--- src/rtl/control_unit_if.sv ---
// control_unit_if -- bus between the control unit and the CPU datapath
//   (program counter, program ROM, data RAM, register R, ALU, INBOX/OUTBOX).
//
// Signals (direction as seen by the control unit, modport master):
//   in  progData[7:0]  program ROM data (1-cycle synchronous read at PC)
//   in  inboxEmpty     INBOX FIFO empty
//   in  outboxFull     OUTBOX FIFO full
//   in  memData[7:0]   data RAM read data (consumed by the datapath)
//   out wPC            PC update strobe
//   out branch         PC load-jump qualifier
//   out ijump          unconditional jump
//   out flagSel        ALU flag routed to the PC: 0=Z, 1=N
//   out operand[7:0]   latched operand byte (PC jmpAddr and RAM address)
//   out wR             register R write strobe
//   out muxR[1:0]      R source: 00=inbox, 01=RAM, 10=ALU
//   out aluOp[1:0]     00=R+M, 01=R-M, 10=M+1, 11=M-1
//   out wM             RAM write strobe
//   out rInbox         inbox pop strobe
//   out wOutbox        outbox push strobe
//   out halted         CPU stopped
//   out trap           invalid opcode seen (only with INVALID_OPCODE_TRAP_EN)
//
// Build option: define INVALID_OPCODE_TRAP_EN to add the trap signal.
interface control_unit_if;
  logic [7:0] progData;
  logic       inboxEmpty;
  logic       outboxFull;
  logic [7:0] memData;
  logic       wPC;
  logic       branch;
  logic       ijump;
  logic       flagSel;
  logic [7:0] operand;
  logic       wR;
  logic [1:0] muxR;
  logic [1:0] aluOp;
  logic       wM;
  logic       rInbox;
  logic       wOutbox;
  logic       halted;
`ifdef INVALID_OPCODE_TRAP_EN
  logic       trap;

  modport master (
    input  progData, inboxEmpty, outboxFull, memData,
    output wPC, branch, ijump, flagSel, operand, wR, muxR, aluOp,
           wM, rInbox, wOutbox, halted, trap
  );

  modport slave (
    output progData, inboxEmpty, outboxFull, memData,
    input  wPC, branch, ijump, flagSel, operand, wR, muxR, aluOp,
           wM, rInbox, wOutbox, halted, trap
  );
`else
  modport master (
    input  progData, inboxEmpty, outboxFull, memData,
    output wPC, branch, ijump, flagSel, operand, wR, muxR, aluOp,
           wM, rInbox, wOutbox, halted
  );

  modport slave (
    output progData, inboxEmpty, outboxFull, memData,
    input  wPC, branch, ijump, flagSel, operand, wR, muxR, aluOp,
           wM, rInbox, wOutbox, halted
  );
`endif
endinterface

--- src/rtl/control_unit.sv ---
// control_unit -- multi-cycle instruction sequencer for a small
// accumulator CPU (INBOX/OUTBOX, RAM copy, ADD/SUB/BUMP, jumps, HALT).
//
// Ports:
//   clk   system clock, rising edge
//   rst   asynchronous active-high reset
//   bus   control_unit_if.master (ROM/RAM/FIFO inputs, datapath strobes)
//
// Instruction flow:
//   FETCH -> DECODE -> FETCH_OP -> LOAD_OP -> [MEM_RD] -> EXEC -> FETCH
//   FETCH -> DECODE -> WAIT_IO -> FETCH            (INBOX / OUTBOX)
//   FETCH -> DECODE -> HALT                        (HALT, sticky)
// All outputs are registers: a strobe is loaded on the edge that enters
// the state it belongs to, so it is visible for exactly that state's cycle.
//
// Build option: INVALID_OPCODE_TRAP_EN -- opcodes B..E halt and raise
// trap; when undefined they are 1-byte NOPs.
module control_unit (
  input  logic           clk,
  input  logic           rst,
  control_unit_if.master bus
);

  typedef enum logic [2:0] {
    S_FETCH, S_DECODE, S_FETCH_OP, S_LOAD_OP,
    S_EXEC, S_MEM_RD, S_WAIT_IO, S_HALT
  } state_t;

  localparam logic [3:0] OP_INBOX    = 4'h0;
  localparam logic [3:0] OP_OUTBOX   = 4'h1;
  localparam logic [3:0] OP_COPYFROM = 4'h2;
  localparam logic [3:0] OP_COPYTO   = 4'h3;
  localparam logic [3:0] OP_ADD      = 4'h4;
  localparam logic [3:0] OP_SUB      = 4'h5;
  localparam logic [3:0] OP_BUMPUP   = 4'h6;
  localparam logic [3:0] OP_BUMPDN   = 4'h7;
  localparam logic [3:0] OP_JUMP     = 4'h8;
  localparam logic [3:0] OP_JUMPZ    = 4'h9;
  localparam logic [3:0] OP_JUMPN    = 4'hA;
  localparam logic [3:0] OP_HALT     = 4'hF;

  state_t     r_state;
  logic [7:0] r_ir;
  logic [7:0] r_operand;
  logic       r_wPC, r_branch, r_ijump, r_flagSel;
  logic       r_wR, r_wM, r_rInbox, r_wOutbox, r_halted;
  logic [1:0] r_muxR, r_aluOp;
  logic       r_io_done;
`ifdef INVALID_OPCODE_TRAP_EN
  logic       r_trap;
`endif

  logic [3:0] w_new_op;
  logic [3:0] w_op;
  logic       w_ram_rd;
  logic       w_alu_op;
  logic       w_io_ready;
  logic       w_to_exec;
  logic       w_x_branch, w_x_ijump, w_x_flagSel, w_x_wR, w_x_wM;
  logic [1:0] w_x_muxR;
  logic       w_unused;

  assign w_new_op = bus.progData[7:4];
  assign w_op     = r_ir[7:4];
  // ADD, SUB, BUMPUP, BUMPDN are 0x4..0x7; their low bits are the ALU op.
  assign w_alu_op = (w_op[3:2] == 2'b01);
  assign w_io_ready = (w_op == OP_INBOX) ? !bus.inboxEmpty : !bus.outboxFull;
  assign w_to_exec  = ((r_state == S_LOAD_OP) && !w_ram_rd) ||
                      (r_state == S_MEM_RD);
  // memData feeds the datapath only; the IR low nibble carries no meaning.
  assign w_unused = ^{bus.memData, r_ir[3:0]};

  // EXEC-cycle controls for the instruction held in IR.
  always_comb begin
    w_ram_rd    = 1'b0;
    w_x_branch  = 1'b0;
    w_x_ijump   = 1'b0;
    w_x_flagSel = 1'b0;
    w_x_wR      = 1'b0;
    w_x_wM      = 1'b0;
    w_x_muxR    = 2'b00;
    case (w_op)
      OP_COPYFROM: begin
        w_ram_rd = 1'b1;
        w_x_wR   = 1'b1;
        w_x_muxR = 2'b01;
      end
      OP_COPYTO: w_x_wM = 1'b1;
      OP_ADD, OP_SUB: begin
        w_ram_rd = 1'b1;
        w_x_wR   = 1'b1;
        w_x_muxR = 2'b10;
      end
      OP_BUMPUP, OP_BUMPDN: begin
        w_ram_rd = 1'b1;
        w_x_wR   = 1'b1;
        w_x_wM   = 1'b1;
        w_x_muxR = 2'b10;
      end
      OP_JUMP: begin
        w_x_branch = 1'b1;
        w_x_ijump  = 1'b1;
      end
      OP_JUMPZ: w_x_branch = 1'b1;
      OP_JUMPN: begin
        w_x_branch  = 1'b1;
        w_x_flagSel = 1'b1;
      end
      default: ;
    endcase
  end

  always_ff @(posedge clk or posedge rst) begin
    if (rst) begin
      r_state   <= S_FETCH;
      r_ir      <= 8'h00;
      r_operand <= 8'h00;
      r_wPC     <= 1'b0;
      r_branch  <= 1'b0;
      r_ijump   <= 1'b0;
      r_flagSel <= 1'b0;
      r_wR      <= 1'b0;
      r_wM      <= 1'b0;
      r_rInbox  <= 1'b0;
      r_wOutbox <= 1'b0;
      r_halted  <= 1'b0;
      r_muxR    <= 2'b00;
      r_aluOp   <= 2'b00;
      r_io_done <= 1'b0;
`ifdef INVALID_OPCODE_TRAP_EN
      r_trap    <= 1'b0;
`endif
    end else begin
      // Strobes live for one cycle unless the next state reloads them.
      r_wPC     <= 1'b0;
      r_branch  <= 1'b0;
      r_ijump   <= 1'b0;
      r_flagSel <= 1'b0;
      r_wR      <= 1'b0;
      r_wM      <= 1'b0;
      r_rInbox  <= 1'b0;
      r_wOutbox <= 1'b0;
      r_muxR    <= 2'b00;

      case (r_state)
        S_FETCH: begin
          // DECODE bumps the PC past the opcode byte.
          r_state <= S_DECODE;
          r_wPC   <= 1'b1;
        end
        S_DECODE: begin
          r_ir <= bus.progData;
          case (w_new_op)
            OP_INBOX, OP_OUTBOX: r_state <= S_WAIT_IO;
            OP_COPYFROM, OP_COPYTO, OP_ADD, OP_SUB, OP_BUMPUP, OP_BUMPDN,
            OP_JUMP, OP_JUMPZ, OP_JUMPN: r_state <= S_FETCH_OP;
            OP_HALT: begin
              r_state  <= S_HALT;
              r_halted <= 1'b1;
            end
            default: begin
`ifdef INVALID_OPCODE_TRAP_EN
              r_state  <= S_HALT;
              r_halted <= 1'b1;
              r_trap   <= 1'b1;
`else
              r_state  <= S_FETCH;
`endif
            end
          endcase
        end
        S_FETCH_OP: r_state <= S_LOAD_OP;
        S_LOAD_OP: begin
          r_operand <= bus.progData;
          if (w_ram_rd) begin
            r_state <= S_MEM_RD;
            if (w_alu_op) r_aluOp <= w_op[1:0];
          end else begin
            r_state <= S_EXEC;
          end
        end
        S_MEM_RD: r_state <= S_EXEC;
        S_EXEC: begin
          r_state <= S_FETCH;
          r_aluOp <= 2'b00;
        end
        S_WAIT_IO: begin
          // The release strobes get their own WAIT_IO cycle: the first edge
          // that sees the FIFO ready loads them, the following edge leaves.
          if (r_io_done) begin
            r_io_done <= 1'b0;
            r_state   <= S_FETCH;
          end else if (w_io_ready) begin
            r_io_done <= 1'b1;
            if (w_op == OP_INBOX) begin
              r_rInbox <= 1'b1;
              r_wR     <= 1'b1;
            end else begin
              r_wOutbox <= 1'b1;
            end
          end
        end
        S_HALT: r_state <= S_HALT;
        default: r_state <= S_FETCH;
      endcase

      // Entering EXEC: one cycle of PC update plus the instruction's strobes.
      if (w_to_exec) begin
        r_wPC     <= 1'b1;
        r_branch  <= w_x_branch;
        r_ijump   <= w_x_ijump;
        r_flagSel <= w_x_flagSel;
        r_wR      <= w_x_wR;
        r_wM      <= w_x_wM;
        r_muxR    <= w_x_muxR;
      end
    end
  end

  assign bus.wPC     = r_wPC;
  assign bus.branch  = r_branch;
  assign bus.ijump   = r_ijump;
  assign bus.flagSel = r_flagSel;
  assign bus.operand = r_operand;
  assign bus.wR      = r_wR;
  assign bus.muxR    = r_muxR;
  assign bus.aluOp   = r_aluOp;
  assign bus.wM      = r_wM;
  assign bus.rInbox  = r_rInbox;
  assign bus.wOutbox = r_wOutbox;
  assign bus.halted  = r_halted;
`ifdef INVALID_OPCODE_TRAP_EN
  assign bus.trap    = r_trap;
`endif

endmodule

--- src/flat_wrapper.sv ---
// flat-port wrapper written by rule: the top's interface ports become plain ports
module control_unit_flat 
  (clk, rst, bus_progData, bus_inboxEmpty, bus_outboxFull, bus_memData, bus_wPC, bus_branch, bus_ijump, bus_flagSel, bus_operand, bus_wR, bus_muxR, bus_aluOp, bus_wM, bus_rInbox, bus_wOutbox, bus_halted);
  control_unit_if bus_i ();
  input  logic clk;
  input  logic rst;
  input wire logic [$bits(bus_i.progData)-1:0] bus_progData;
  input wire logic [$bits(bus_i.inboxEmpty)-1:0] bus_inboxEmpty;
  input wire logic [$bits(bus_i.outboxFull)-1:0] bus_outboxFull;
  input wire logic [$bits(bus_i.memData)-1:0] bus_memData;
  output wire logic [$bits(bus_i.wPC)-1:0] bus_wPC;
  output wire logic [$bits(bus_i.branch)-1:0] bus_branch;
  output wire logic [$bits(bus_i.ijump)-1:0] bus_ijump;
  output wire logic [$bits(bus_i.flagSel)-1:0] bus_flagSel;
  output wire logic [$bits(bus_i.operand)-1:0] bus_operand;
  output wire logic [$bits(bus_i.wR)-1:0] bus_wR;
  output wire logic [$bits(bus_i.muxR)-1:0] bus_muxR;
  output wire logic [$bits(bus_i.aluOp)-1:0] bus_aluOp;
  output wire logic [$bits(bus_i.wM)-1:0] bus_wM;
  output wire logic [$bits(bus_i.rInbox)-1:0] bus_rInbox;
  output wire logic [$bits(bus_i.wOutbox)-1:0] bus_wOutbox;
  output wire logic [$bits(bus_i.halted)-1:0] bus_halted;
  assign bus_i.progData = bus_progData;
  assign bus_i.inboxEmpty = bus_inboxEmpty;
  assign bus_i.outboxFull = bus_outboxFull;
  assign bus_i.memData = bus_memData;
  assign bus_wPC = bus_i.wPC;
  assign bus_branch = bus_i.branch;
  assign bus_ijump = bus_i.ijump;
  assign bus_flagSel = bus_i.flagSel;
  assign bus_operand = bus_i.operand;
  assign bus_wR = bus_i.wR;
  assign bus_muxR = bus_i.muxR;
  assign bus_aluOp = bus_i.aluOp;
  assign bus_wM = bus_i.wM;
  assign bus_rInbox = bus_i.rInbox;
  assign bus_wOutbox = bus_i.wOutbox;
  assign bus_halted = bus_i.halted;
  control_unit u_core (.clk(clk), .rst(rst), .bus(bus_i));
endmodule
--- config.mk ---
export PLATFORM = sky130hd
export DESIGN_NAME = control_unit_flat
export DESIGN_NICKNAME = d
export VERILOG_FILES = /design/src/rtl/control_unit_if.sv /design/src/rtl/control_unit.sv /design/src/flat_wrapper.sv
export SDC_FILE = /design/constraint.sdc
export NUM_CORES = 1
export LEC_CHECK = 0
export CORE_AREA = 10 10 68 70
export CTS_CLUSTER_DIAMETER = 200
export DETAILED_ROUTE_END_ITERATION = 16
export DIE_AREA = 0 0 78 80
export GPL_TIMING_DRIVEN = 1
export HOLD_SLACK_MARGIN = 0.15
export PLACE_DENSITY = 0.71
export SKIP_LAST_GASP = 1
export SLEW_MARGIN = 30
export SYNTH_ARGS = -nofsm -noshare
export SYNTH_HDL_FRONTEND = slang
export SYNTH_SLANG_ARGS = --single-unit
--- constraint.sdc ---
create_clock -name clk -period 1.3 [get_ports clk]
set_input_delay 0.13 -clock clk [delete_from_list [all_inputs] [get_ports clk]]
set_output_delay 0.13 -clock clk [all_outputs]
set_load 0.03 [all_outputs]
Word-level counts from Yosys, hierarchy flattened
Cells that the tools add are included.
{"block": "totals", "register_bits": 33, "word_cells": 95, "inputBits": 20, "output_inout_bits": 21}
{"block": "classes", "mux": 32, "n_eq_ne": 31, "n_reduce_logical": 17}
{"cell": "$eq A4 B3 Y1 const B", "count": 8}
{"cell": "$eq A4 B4 Y1 const B", "count": 7}
{"cell": "$mux W1", "count": 24}
{"cell": "$pmux W3 S8", "count": 1}
{"cell": "$eq A4 B2 Y1 const B", "count": 4}
{"cell": "$eq A3 B3 Y1 const B", "count": 4}
{"cell": "$pmux W3 S3", "count": 1}
{"cell": "$reduce_or A9 Y1", "count": 1}
{"cell": "$logic_not A4 Y1", "count": 2}
{"cell": "$pmux W2 S2", "count": 2}
{"cell": "$eq A3 B2 Y1 const B", "count": 2}
{"cell": "$mux W2", "count": 3}
{"cell": "$ne A2 B1 Y1 const B", "count": 3}
{"cell": "$reduce_or A3 Y1", "count": 2}
{"cell": "$reduce_or A5 Y1", "count": 1}
{"cell": "$eq A4 B1 Y1 const B", "count": 1}
{"cell": "$reduce_or A4 Y1", "count": 1}
{"cell": "$eq A3 B1 Y1 const B", "count": 1}
{"cell": "$logic_not A1 Y1", "count": 3}
{"cell": "$logic_not A3 Y1", "count": 1}
{"cell": "$mux W3", "count": 1}
{"cell": "$reduce_and A3 Y1", "count": 1}
{"cell": "$eq A2 B1 Y1 const B", "count": 1}
{"cell": "$reduce_and A2 Y1", "count": 1}
{"cell": "other kinds (4)", "count": 4}

Logic depth before layout (Yosys ltp)
{"block": "logic_depth", "depth_word": 7, "ltp_mapped": 5, "ltp_nobuf": 4}

Worst setup path after synthesis
No wires, ideal clock.
{"block": "synth_timing", "path_kind": "reg2reg", "startpoint": "reg u_core.r_ir[4]", "endpoint": "reg u_core.r_io_done", "arrival_time_ps": 1253, "path_buffers": 1, "setup_time_ps": 83, "required_ps": 1217, "period_less_slack_ps": 1335, "stages_incl_launch_ff": 5, "path_slack_ps": -35, "path_cell_list": "dfrtp_1 buf_2 nor4_4 mux2_2 o21ai_0"}
{"block": "synth_via", "elab_chain_cells": 4}
{"item": "from (decl)", "line": "control_unit.sv:43", "rtl": "logic [7:0] r_ir;"}
{"item": "from (signal assigned)", "line": "control_unit.sv:152", "rtl": "r_ir <= bus.progData;"}
{"item": "$logic_not A4 Y1", "line": "control_unit.sv:67", "rtl": "assign w_io_ready = (w_op == OP_INBOX) ? !bus.inboxEmpty : !bus.outboxFull;"}
{"item": "$mux W1", "line": "control_unit.sv:67"}
{"item": "$mux W1", "line": "control_unit.sv:193", "rtl": "end else if (w_io_ready) begin"}
{"item": "$mux W1", "line": "control_unit.sv:190", "rtl": "if (r_io_done) begin"}
{"item": "to (signal assigned)", "line": "control_unit.sv:129", "rtl": "r_io_done <= 1'b0;"}
{"item": "to (signal assigned)", "line": "control_unit.sv:191", "rtl": "r_io_done <= 1'b0;"}
{"item": "to (signal assigned)", "line": "control_unit.sv:194", "rtl": "r_io_done <= 1'b1;"}
{"item": "to (decl)", "line": "control_unit.sv:48", "rtl": "logic r_io_done;"}
Every way passes these cells.
A chain may end at the register's enable or synchronous reset.

Worst setup path in the final report
{"block": "layout_timing", "startpoint": "reg u_core.r_ir[7]", "endpoint": "reg u_core.r_wR, in the netlist u_core.bus.wR"}
{"block": "layout_via", "elab_chain_cells": 7, "word_cells_on_any_way": 17, "classes_between": "eq/ne: 5; mux: 7; reduce/logical: 5"}
{"item": "$eq A4 B2 Y1 or $eq A4 B3 Y1 (tied branches)", "line": "control_unit.sv:82", "rtl": "case (w_op)"}
{"item": "$reduce_or A5 Y1 (no source line)"}
{"item": "$mux W1", "line": "control_unit.sv:82"}
{"item": "$logic_not A1 Y1", "line": "control_unit.sv:68", "rtl": "assign w_to_exec = ((r_state == S_LOAD_OP) && !w_ram_rd) ||"}
{"item": "$logic_and A1 B1 Y1", "line": "control_unit.sv:68"}
{"item": "$logic_or A1 B1 Y1", "line": "control_unit.sv:68"}
{"item": "$mux W1 *", "line": "control_unit.sv:208", "rtl": "if (w_to_exec) begin"}
{"item": "to (signal assigned)", "line": "control_unit.sv:213", "rtl": "r_wR <= w_x_wR;"}
{"item": "to (decl)", "line": "control_unit.sv:46", "rtl": "logic r_wR, r_wM, r_rInbox, r_wOutbox, r_halted;"}
Every way passes the cells marked *; elsewhere a longest branch is shown, timed or not.

==> run metrics <==
run status=finished with violations; failing checks=setup timing; Mapped Nets=127; GRT Total Usage=9.967%; Initial Util=39.35%; maxcap violations=0; CTS root buf=clkbuf_4; clk_lat worst skew=between 0.3 and 0.4 ns; Total Neg Setup Slack=-0.007090 ns; DRT Pass-1 Iters=2; top-area cell type share of the netlist area=56.15%; Die X=just under 80 um; Mapped Avg Cell Area=~12 um^2; routed wire length=2.898 mm; CTS clk-pin slew, worst paths=0.08 ns; Antenna Nets Post-Route=0; # diodes=0; setup ws final=-0.007090 ns; Hold Fails Final Rpt=0; wire per inst=about 14 um; worst flop-to-flop path startpoint=u_core.r_ir[7]$_DFFE_PP0P_; I/O pin count=41; pre-CTS WS=-0.04385 ns; htree depth=2; Tcrit/Tclk final=100.5%; # port buffers=32; Clock Sinks=29; TritonCTS clock tree=done; final clock skew=around 0.0021 ns; worst min-delay path category=primary input to asynchronous set/reset pin; area added between synthesis and finish=44.14%; Setup-failing EPs final=1; synthesized instance count=107; Post-DP HPWL=2.112 mm; sequential cell area fraction in the yosys report=56.15%; FFs w/ async S/R, synth=100.0%; worst setup path class=register to register; routed vias/inst=between 4 and 5; initial antenna violation count=0; Slew HR=72.51%; CP startpoint=u_core.r_ir[7]$_DFFE_PP0P_; total grt overflow=0; Core ar.=3284 um^2; Post-synth EDFFs=0; R2R Setup Slk=-0.007 ns; synth warn=0; commonest non-fill, non-tap cell in the layout=dfrtp_1; dominant cell type by area after synthesis=dfrtp_1; Max Clock Freq=between 0.7 and 0.8 GHz; LEAKAGE=0.0008903 uW; vias in the first global route=approximately 1100; DR DRC count=0; CTS Buf Count=5; Worst setup SP type=register; Area contributors post-synth=dfrtp_1 56%, mux2_2 11%, nand2_1 2.6%, buf_6 2.6%, a21oi_1 2.3%; Cell Rows=21; die area=6240 um^2; Longest Clk Path Bufs=2; Pins Over Slew Limit=0; Crit. End Element=register; Power Density=around 2300 nW/um^2; overall die height=80 um; most frequent cells in the layout=26 x dfrtp_1, 19 x dlygate4sd2_1, 18 x buf_4; library cells used by synthesis=35; number of fill cells=around 280; Synth Flop Type=dfrtp_1; Slew @ Worst Pin=roughly 0.41 ns; Layout Nets=179; arrival time at the worst endpoint=between 1.5 and 2 ns; maximum vdd drop=approximately 1.2 mV; largest net degree at the start of global routing=30; Period minus WS final=1.307 ns; first-pass GRT wire length=4.926 mm; RSZ-0062 raised after global routing=yes; routed vias=1000; layout cells sized above 1=34.59%; cell area after synthesis=1292 um^2; Worst Path Required=1.55 ns; FF+latch count, synth=29; Placer Congestion=0.8234; initial DRC count=46; CP max FO=2
[logic make-up (layout without fill, tap and decap cells)]
kind of cell / Yosys count / in the layout / share of synthesized area, %
flip-flops: 29 / 29 / 56.15
multiplexers: 13 / 13 / 11.33
XOR/XNOR: 1 / 1 / 0.6778
buffers and inverters: 7 / 58 / 3.968
AO/OA/AOI/OAI: 19 / 19 / 9.294
AND/OR/NAND/NOR: 38 / 39 / 18.59
[critical path, stage by stage (launching register included)]
cell	delay [ns]
dfrtp_1	0.41
nor4_4	0.37
buf_4	0.18
nor3b_4	0.17
o21bai_1	0.12
[final cells by class]
class                   count  area, um^2  share of cell area (%)
clock buffers               7       55.05                   2.955
repair buffers             50       431.7                   23.17
well taps                  46       57.56                   3.089
multi-input cells          72       585.6                   31.43
inverters                   1       3.754                  0.2015
flip-flops and latches     29       729.5                   39.15
[power breakdown]
part           internal (uW)  leakage, uW  switching [uW]  total, uW
combinational           1080     0.000497            1240       2320
sequential              1240     0.000362             248       1490
clock                    255    0.0000314             283        538
[worst paths after layout]
kind	cells after the start	end
worst max-delay path	4	u_core.bus.wR$_DFF_PP0_
worst min-delay path	3	u_core.bus.muxR[0]$_DFF_PP0_
worst max register to register	4	u_core.bus.wR$_DFF_PP0_
worst min register to register	1	u_core.bus.halted$_DFFE_PP0P_
max in group asynchronous	3	u_core.r_state[1]$_DFFE_PP0P_
min in group clk	2	u_core.bus.wOutbox$_DFF_PP0_
[synthesized netlist by cell type, types with 2 or more instances]
library cell	instances
dfrtp_1	29
nor2b_1	3
nor4_1	2
o21bai_1	3
nand2_1	9
nand3_1	2
buf_6	3
mux2_2	13
o21ai_0	3
nor2_1	5
nor3_1	4
o21a_1	2
a21oi_1	6
buf_2	2
[stage by stage]
| step | hold WS (ns) | utilization [%] | std cells | total power (uW) | area (um^2) |
|---|---|---|---|---|---|
| floorplan | 0.1955 | - | 107 | 2936 | 1303 |
| global route | 0.1920 | 56.72 | 205 | 4653 | 1863 |
| global placement | 0.4679 | 53.18 | 195 | 3661 | 1747 |
| CTS | 0.1815 | 55.09 | 205 | 4213 | 1809 |
| detailed placement | 0.4651 | 53.18 | 195 | 3720 | 1747 |
| finish | 0.1731 | 56.72 | 205 | 4349 | 1863 |
[metal layers]
| metal | track usage, % | share of wire, % | vias to the layer above | routed length, um |
|---|---|---|---|---|
| li1 | - | - | 477 | - |
| met1 | 10.12 | 40 | 489 | 1157 |
| met2 | 15.75 | 48 | 26 | 1384 |
| met3 | 6.194 | 9.4 | 8 | 273 |
| met4 | 5.197 | 2.9 | 0 | 83 |
| met5 | 0 | 0 | - | 0 |
[state kept, by name (all words and copies together), names as in the netlist]
| register | count |
|---|---|
| u_core.bus.operand | 8 |
| u_core.bus.rInbox | 1 |
| u_core.bus.wR | 1 |
| u_core.bus.aluOp | 2 |
| u_core.bus.branch | 1 |
| u_core.r_io_done | 1 |
| u_core.bus.wPC | 1 |
| u_core.bus.flagSel | 1 |
| u_core.bus.muxR | 2 |
| u_core.r_state | 3 |
| u_core.bus.wOutbox | 1 |
| u_core.bus.wM | 1 |
| u_core.bus.ijump | 1 |
| u_core.bus.halted | 1 |
| u_core.r_ir | 4 |
[repair_timing]
action	in CTS	in global routing
setup endpoints to repair	33	20
buffers inserted	2	0
cloned	1	0
pin swaps	2	4
gates resized for setup	27	15
hold buffers	0	0
No activity file was read; power rests on OpenSTA's default activity.
